## src/rtl/iron_violet_simon_if.sv

```systemverilog
`default_nettype none
// ============================================================================
//  Module      : iron_violet_simon_if
//  Description : Tile pin bundle for the Simon game (buttons, lamps, length)
//  Revision    : 1.0  initial release
// ============================================================================
interface iron_violet_simon_if;
    logic       ena;
    logic [7:0] ui_in;
    logic [7:0] uo_out;
    logic [7:0] uio_in;
    logic [7:0] uio_out;
    logic [7:0] uio_oe;

    // Driver side (board / test harness)
    modport master (output ena, ui_in, uio_in, input uo_out, uio_out, uio_oe);
    // Game side
    modport slave  (input ena, ui_in, uio_in, output uo_out, uio_out, uio_oe);
endinterface
`default_nettype wire

```

## src/rtl/iron_violet_simon.sv

```systemverilog
`default_nettype none
// ============================================================================
//  Module      : iron_violet_simon
//  Description : Four-colour Simon memory game. The sequence is regenerated
//                from a stored LFSR seed for both the show and the replay
//                check, so no sequence memory is needed.
//  Revision    : 1.0  initial release
// ============================================================================
module iron_violet_simon #(
    parameter int unsigned ON_CYC      = 25_000_000,
    parameter int unsigned GAP_CYC     = 12_500_000,
    parameter int unsigned TIMEOUT_CYC = 250_000_000,
    parameter int unsigned DEB_CYC     = 250_000,
    parameter int unsigned MAX_LEN     = 32
) (
    input  wire logic           clk,
    input  wire logic           rst_n,
    iron_violet_simon_if.slave  bus
);

    localparam logic [15:0] c_SEED_DEF = 16'hACE1;
    localparam logic [15:0] c_TAPS     = 16'hB400;
    localparam int          c_DW       = $clog2(DEB_CYC + 1);
    localparam logic [31:0] c_ON_LAST  = 32'(ON_CYC - 1);
    localparam logic [31:0] c_GAP_LAST = 32'(GAP_CYC - 1);
    localparam logic [31:0] c_TO_LAST  = 32'(TIMEOUT_CYC - 1);
    localparam logic [7:0]  c_MAX_LEN  = 8'(MAX_LEN);

    typedef enum logic [2:0] {
        S_IDLE, S_PAUSE, S_SHOW_ON, S_SHOW_OFF,
        S_INPUT, S_BLINK_ON, S_BLINK_OFF, S_ENDED
    } state_t;

    function automatic logic [15:0] f_lfsr_next(input logic [15:0] l);
        return (l >> 1) ^ (l[0] ? c_TAPS : 16'h0000);
    endfunction

    logic [7:0]      r_sync1, r_sync2, r_deb, r_deb_q;
    logic [c_DW-1:0] r_dcnt [8];
    logic [15:0]     r_free;

    state_t      r_state, w_state;
    logic [31:0] r_timer, w_timer;
    logic [7:0]  r_len, w_len, r_idx, w_idx;
    logic [15:0] r_seed, w_seed, r_lfsr, w_lfsr;
    logic [1:0]  r_blink, w_blink;
    logic        r_win, w_win, r_won, w_won, r_lost, w_lost;
    logic [3:0]  w_lamps;
    logic        w_playing;

    logic [7:0]  w_press;
    logic [3:0]  w_step_lamp;
    logic        w_any, w_multi;
    logic        w_unused;

    assign w_press     = r_deb & ~r_deb_q;
    assign w_step_lamp = 4'd1 << r_lfsr[1:0];
    assign w_any       = |w_press[3:0];
    assign w_multi     = (w_press[3:0] & (w_press[3:0] - 4'd1)) != 4'd0;
    assign w_unused    = ^{bus.ena, bus.uio_in, w_press[7:6], w_press[4]};

    // Two-flop synchroniser, per-bit debounce and free-running seed counter
    always_ff @(posedge clk) begin
        if (!rst_n) begin
            r_sync1 <= '0;
            r_sync2 <= '0;
            r_deb   <= '0;
            r_deb_q <= '0;
            r_free  <= '0;
            for (int i = 0; i < 8; i++) r_dcnt[i] <= '0;
        end else begin
            r_sync1 <= bus.ui_in;
            r_sync2 <= r_sync1;
            r_deb_q <= r_deb;
            r_free  <= r_free + 16'd1;
            for (int i = 0; i < 8; i++) begin
                if (r_sync2[i] == r_deb[i]) begin
                    r_dcnt[i] <= '0;
                end else if (r_dcnt[i] == c_DW'(DEB_CYC - 1)) begin
                    r_deb[i]  <= r_sync2[i];
                    r_dcnt[i] <= '0;
                end else begin
                    r_dcnt[i] <= r_dcnt[i] + 1'b1;
                end
            end
        end
    end

    // Game state register
    always_ff @(posedge clk) begin
        if (!rst_n) begin
            r_state <= S_IDLE;
            r_timer <= '0;
            r_len   <= '0;
            r_idx   <= '0;
            r_seed  <= '0;
            r_lfsr  <= '0;
            r_blink <= '0;
            r_win   <= 1'b0;
            r_won   <= 1'b0;
            r_lost  <= 1'b0;
        end else begin
            r_state <= w_state;
            r_timer <= w_timer;
            r_len   <= w_len;
            r_idx   <= w_idx;
            r_seed  <= w_seed;
            r_lfsr  <= w_lfsr;
            r_blink <= w_blink;
            r_win   <= w_win;
            r_won   <= w_won;
            r_lost  <= w_lost;
        end
    end

    // Next-state, datapath updates and lamp/flag outputs
    always_comb begin
        w_state   = r_state;
        w_timer   = r_timer + 32'd1;
        w_len     = r_len;
        w_idx     = r_idx;
        w_seed    = r_seed;
        w_lfsr    = r_lfsr;
        w_blink   = r_blink;
        w_win     = r_win;
        w_won     = r_won;
        w_lost    = r_lost;
        w_lamps   = 4'h0;
        w_playing = 1'b0;
        case (r_state)
            S_IDLE, S_ENDED: begin
                w_timer = '0;
                if (w_press[5]) begin
                    // A zero seed would lock the LFSR, so it falls back to the default
                    w_seed  = (r_deb[6] || r_free == 16'd0) ? c_SEED_DEF : r_free;
                    w_len   = 8'd1;
                    w_won   = 1'b0;
                    w_lost  = 1'b0;
                    w_state = S_PAUSE;
                end
            end
            S_PAUSE: begin
                w_playing = 1'b1;
                if (r_timer == c_GAP_LAST) begin
                    w_state = S_SHOW_ON;
                    w_timer = '0;
                    w_idx   = '0;
                    w_lfsr  = f_lfsr_next(r_seed);
                end
            end
            S_SHOW_ON: begin
                w_playing = 1'b1;
                w_lamps   = w_step_lamp;
                if (r_timer == c_ON_LAST) begin
                    w_state = S_SHOW_OFF;
                    w_timer = '0;
                end
            end
            S_SHOW_OFF: begin
                w_playing = 1'b1;
                if (r_timer == c_GAP_LAST) begin
                    w_timer = '0;
                    if (r_idx == r_len - 8'd1) begin
                        // Rewind to the first step for the player's replay
                        w_state = S_INPUT;
                        w_idx   = '0;
                        w_lfsr  = f_lfsr_next(r_seed);
                    end else begin
                        w_state = S_SHOW_ON;
                        w_idx   = r_idx + 8'd1;
                        w_lfsr  = f_lfsr_next(r_lfsr);
                    end
                end
            end
            S_INPUT: begin
                w_playing = 1'b1;
                w_lamps   = r_deb[3:0];
                if (w_multi || (w_any && w_press[3:0] != w_step_lamp) ||
                    (!w_any && r_timer == c_TO_LAST)) begin
                    w_state = S_BLINK_ON;
                    w_timer = '0;
                    w_blink = '0;
                    w_win   = 1'b0;
                end else if (w_any) begin
                    w_timer = '0;
                    if (r_idx != r_len - 8'd1) begin
                        w_idx  = r_idx + 8'd1;
                        w_lfsr = f_lfsr_next(r_lfsr);
                    end else if (r_len == c_MAX_LEN) begin
                        w_state = S_BLINK_ON;
                        w_blink = '0;
                        w_win   = 1'b1;
                    end else begin
                        w_state = S_PAUSE;
                        w_len   = r_len + 8'd1;
                    end
                end
            end
            S_BLINK_ON: begin
                w_lamps = 4'hF;
                if (r_timer == c_ON_LAST) begin
                    w_state = S_BLINK_OFF;
                    w_timer = '0;
                end
            end
            S_BLINK_OFF: begin
                if (r_timer == c_ON_LAST) begin
                    w_timer = '0;
                    if (r_blink == 2'd2) begin
                        w_state = S_ENDED;
                        w_won   = r_win;
                        w_lost  = ~r_win;
                    end else begin
                        w_state = S_BLINK_ON;
                        w_blink = r_blink + 2'd1;
                    end
                end
            end
            default: begin
                w_state = S_IDLE;
                w_timer = '0;
            end
        endcase
    end

    assign bus.uo_out  = {1'b0, r_won, r_lost, w_playing, w_lamps};
    assign bus.uio_out = r_len;
    assign bus.uio_oe  = 8'hFF;

endmodule
`default_nettype wire

```

## src/flat_wrapper.sv

```systemverilog
// flat-port wrapper written by rule: the top's interface ports become plain ports
module iron_violet_simon_flat 
#(
    parameter int unsigned ON_CYC      = 25_000_000,
    parameter int unsigned GAP_CYC     = 12_500_000,
    parameter int unsigned TIMEOUT_CYC = 250_000_000,
    parameter int unsigned DEB_CYC     = 250_000,
    parameter int unsigned MAX_LEN     = 32
)
  (clk, rst_n, bus_ena, bus_ui_in, bus_uio_in, bus_uo_out, bus_uio_out, bus_uio_oe);
  iron_violet_simon_if bus_i ();
  input  wire logic clk;
  input  wire logic rst_n;
  input wire logic [$bits(bus_i.ena)-1:0] bus_ena;
  input wire logic [$bits(bus_i.ui_in)-1:0] bus_ui_in;
  input wire logic [$bits(bus_i.uio_in)-1:0] bus_uio_in;
  output wire logic [$bits(bus_i.uo_out)-1:0] bus_uo_out;
  output wire logic [$bits(bus_i.uio_out)-1:0] bus_uio_out;
  output wire logic [$bits(bus_i.uio_oe)-1:0] bus_uio_oe;
  assign bus_i.ena = bus_ena;
  assign bus_i.ui_in = bus_ui_in;
  assign bus_i.uio_in = bus_uio_in;
  assign bus_uo_out = bus_i.uo_out;
  assign bus_uio_out = bus_i.uio_out;
  assign bus_uio_oe = bus_i.uio_oe;
  iron_violet_simon #(.ON_CYC(ON_CYC), .GAP_CYC(GAP_CYC), .TIMEOUT_CYC(TIMEOUT_CYC), .DEB_CYC(DEB_CYC), .MAX_LEN(MAX_LEN)) u_core (.clk(clk), .rst_n(rst_n), .bus(bus_i));
endmodule
```

## config.mk

```make
export PLATFORM = sky130hd
export DESIGN_NAME = iron_violet_simon_flat
export DESIGN_NICKNAME = d
export VERILOG_FILES = /design/src/rtl/iron_violet_simon_if.sv /design/src/rtl/iron_violet_simon.sv /design/src/flat_wrapper.sv
export SDC_FILE = /design/constraint.sdc
export NUM_CORES = 1
export LEC_CHECK = 0
export BUFFER_PORTS_ARGS = -buffer_cell sky130_fd_sc_hd__buf_2
export CORE_MARGIN = 2
export CORE_UTILIZATION = 25
export CTS_BUF_LIST = sky130_fd_sc_hd__clkbuf_8
export CTS_CLUSTER_SIZE = 20
export DETAILED_ROUTE_END_ITERATION = 10
export PLACE_DENSITY = 0.47
export REMOVE_ABC_BUFFERS = 1
export SLEW_MARGIN = 15
export SYNTH_ARGS = -nofsm -noshare
export SYNTH_HDL_FRONTEND = slang
export SYNTH_SLANG_ARGS = --single-unit
export TNS_END_PERCENT = 50
```

## constraint.sdc

```tcl
create_clock -name clk -period 6.3 [get_ports clk]
set_clock_uncertainty 0.15 [all_clocks]
set_input_delay 0.945 -clock clk [delete_from_list [all_inputs] [get_ports clk]]
set_output_delay 0.945 -clock clk [all_outputs]
set_load 0.03 [all_outputs]
```

==> metrics <==
number of buffers created by CTS=between 40 and 50; cell row count=79; Final #Nets=1388; Clk Latency, worst-skew pair=0.57 ns; FFs w/ async S/R, synth=0%; Pleak=4.905 nW; Routed WL=23430 um; Yosys cell types=65; H-tree levels=2; WS Path Type=flop to flop; Slew @ Worst Pin=0.8035 ns; final core occ=29.54%; HP Class=flop to flop; period utilization=54.32%; post-CTS repair timing setup buffer count=0; CTS Buffer Depth=3; global-route wire length before repair=40250 um; endpoint class of the critical path=flop; cts hold-fix bufs=0; final setup fails=0; vias after detailed routing=8628; Worst IR Drop VDD=0.0001087 V; largest net degree at the start of global routing=59; Final Critical Period=3.422 ns; synthesized area=0.01168 mm2; TritonCTS Sinks=roughly 240; RePlAce Congestion=0.7579; port buffer count=22; DRT Pass-1 Iters=4; share of cells above drive strength 1=9.117%; drt via density=4.314; TNS Setup=0 ns; max-cap viol count=0; hpwl dp=15900 um; power density over cell area=262.5 mW/mm2; GRT Overall Usage=9.909%; highest clock rate=292.2 MHz; Post-synth EDFFs=roughly 110; Slew headroom=a little under half; Post-synth top flop=dfxtp_1; element type at the critical path start=flop; drt drc=0; Clock Tree Root=clkbuf_8; wire per inst=11.71 um; chip height=220.2 um; status=completed; Final Worst Setup Slack=approximately 2.9 ns; Worst EP arrival=between 3 and 4 ns; mean post-synth cell area=roughly 9.6 um2; Max FO, Critical Path=14; Clock transition at path regs=0.06 ns; die area=0.04847 mm2; max-slew violations=0; Post-Syn Instances=~1200; Syn-to-layout area delta=17.23%; GR Overflow Total=0; Req. time, crit path=approximately 6.6 ns; Final Hold Fails=0; hold slack=0.2834 ns; setup slack at placement=2.875 ns; # diodes=0; Seq cells post-synth=between 200 and 250; CTS tree=done; Initial Util=25.20%; Seq/Total Area, Yosys=49.53%; IO Pins=43; vias in the first global route=8369; drt first-iter violations=327; Core Area=0.04636 mm2; final antenna-violating net count=0; RSZ-0062 raised after global routing=false; antenna violations before repair=0; Warnings, synthesis=0; CTS resizes=0; Die Wd=~220 um; Fillers=4870
==> logic make-up after synthesis <==
group | after synthesis | synth area share, %
xor gates and xnor gates | 152 | 11.40
muxes | 27 | 2.314
and+or+nand+nor | 570 | 24.20
buffers and inverters | 87 | 3.695
adders and majority gates | 14 | 1.500
other | 2 | 0.06429
DFF | 235 | 49.53
AOI/OAI and AO/OA | 134 | 7.305
==> per-layer routing <==
layer | GRT usage [%] | vias to the layer above | part of all wire (%)
li1 | - | 4463 | -
met1 | 13.03 | 4029 | 49
met2 | 15.97 | 97 | 45
met3 | 2.460 | 39 | 4.0
met4 | 3.132 | 0 | 2.2
met5 | 0 | - | 0
==> sequential cells by signal, indices dropped and copies added (netlist names), 8 cells and up <==
name and count:
u_core.bus.uio_out 8, u_core.r_dcnt 108, u_core.r_free 16, u_core.r_idx 8, u_core.r_lfsr 16, u_core.r_seed 16
u_core.r_timer 32
==> power breakdown <==
group	total (mW)	internal [mW]	leakage, nW	switching [mW]
combinational	0.302	0.110	2.21	0.192
sequential	1.71	1.64	2.14	0.0669
clock	1.58	0.921	0.553	0.664
total	3.59	2.67	4.91	0.923
==> cell type report <==
class	count	area [um2]	area share, %
flip-flops and latches	235	5786	42.25
clock buffers	59	812.0	5.930
clock inverters	27	162.7	1.188
well taps	607	759.5	5.546
repair buffers	30	170.2	1.243
inverters	28	105.1	0.7675
multi-input cells	1014	5899	43.08
==> critical path, cell delays in order (launching register included) <==
cell and delay, ns:
dfxtp_1 0.43, or3_4 0.44, a2111oi_0 0.32, o21bai_1 0.16, a2111oi_4 0.72, a31oi_2 0.41, or3_2 0.55, a21oi_1 0.16
==> worst paths after layout <==
kind	start	to	depth (start not counted)	slack [ns]
worst min register to register	u_core.r_sync1[1]$_SDFF_PN0_	u_core.r_sync2[1]$_SDFF_PN0_	1	0.28
worst min-delay path	u_core.r_sync1[1]$_SDFF_PN0_	u_core.r_sync2[1]$_SDFF_PN0_	1	0.28
worst max-delay path	u_core.bus.uio_out[2]$_SDFFE_PN0P_	u_core.bus.uio_out[4]$_SDFFE_PN0P_	7	2.88
worst max register to register	u_core.bus.uio_out[2]$_SDFFE_PN0P_	u_core.bus.uio_out[4]$_SDFFE_PN0P_	7	2.88
==> synth_stat cells, types with 9 or more instances <==
| master | count | area share, % |
|---|---|---|
| or3_1 | 22 | 1.2 |
| nand4_1 | 30 | 1.6 |
| nor4_1 | 14 | 0.75 |
| a21oi_1 | 51 | 2.2 |
| edfxtp_1 | 108 | 28 |
| o221a_2 | 9 | 0.87 |
| buf_4 | 14 | 0.90 |
| o21ai_0 | 36 | 1.5 |
| ha_1 | 14 | 1.5 |
| dfxtp_1 | 127 | 22 |
| nor4b_1 | 9 | 0.67 |
| nor3_1 | 16 | 0.69 |
| and3_1 | 31 | 1.7 |
| inv_1 | 28 | 0.90 |
| xor2_1 | 86 | 6.4 |
| nor2_1 | 211 | 6.8 |
| nand2_1 | 81 | 2.6 |
| mux2i_1 | 27 | 2.3 |
| clkbuf_1 | 32 | 1.0 |
| xnor2_1 | 66 | 4.9 |
| and2_1 | 23 | 1.2 |
| nand3_1 | 79 | 3.4 |
==> placed cells by master (no fill, tap or decap), types with 7 or more instances in the layout <==
| master | synthesis | final |
|---|---|---|
| nor2_1 | 211 | 211 |
| dfxtp_1 | 127 | 127 |
| conb_1 | 2 | 117 |
| edfxtp_1 | 108 | 108 |
| xor2_1 | 86 | 86 |
| nand2_1 | 81 | 81 |
| nand3_1 | 79 | 79 |
| xnor2_1 | 66 | 66 |
| clkbuf_8 | 0 | 59 |
| a21oi_1 | 51 | 51 |
| inv_1 | 28 | 40 |
| o21ai_0 | 36 | 36 |
| and3_1 | 31 | 31 |
| nand4_1 | 30 | 30 |
| mux2i_1 | 27 | 27 |
| and2_1 | 23 | 23 |
| or3_1 | 22 | 22 |
| buf_2 | 1 | 22 |
| nor3_1 | 16 | 16 |
| nor4_1 | 14 | 14 |
| ha_1 | 14 | 14 |
| nor4b_1 | 9 | 9 |
| o221a_2 | 9 | 9 |
| nor2b_1 | 8 | 8 |
| a22oi_1 | 8 | 8 |
| buf_4 | 14 | 8 |
| nor3b_1 | 7 | 7 |
| and4_1 | 7 | 7 |
| clkinv_2 | 0 | 7 |
==> metrics by stage <==
stage	cells	area (um2)	power, mW
after floorplan	1277	11790	1.947
after global placement	1914	12720	2.037
after detailed placement	1914	12720	2.039
after CTS	2000	13690	3.667
after global routing	2000	13690	3.772
final	2000	13690	3.594
Power figures use the tool's default switching activity.
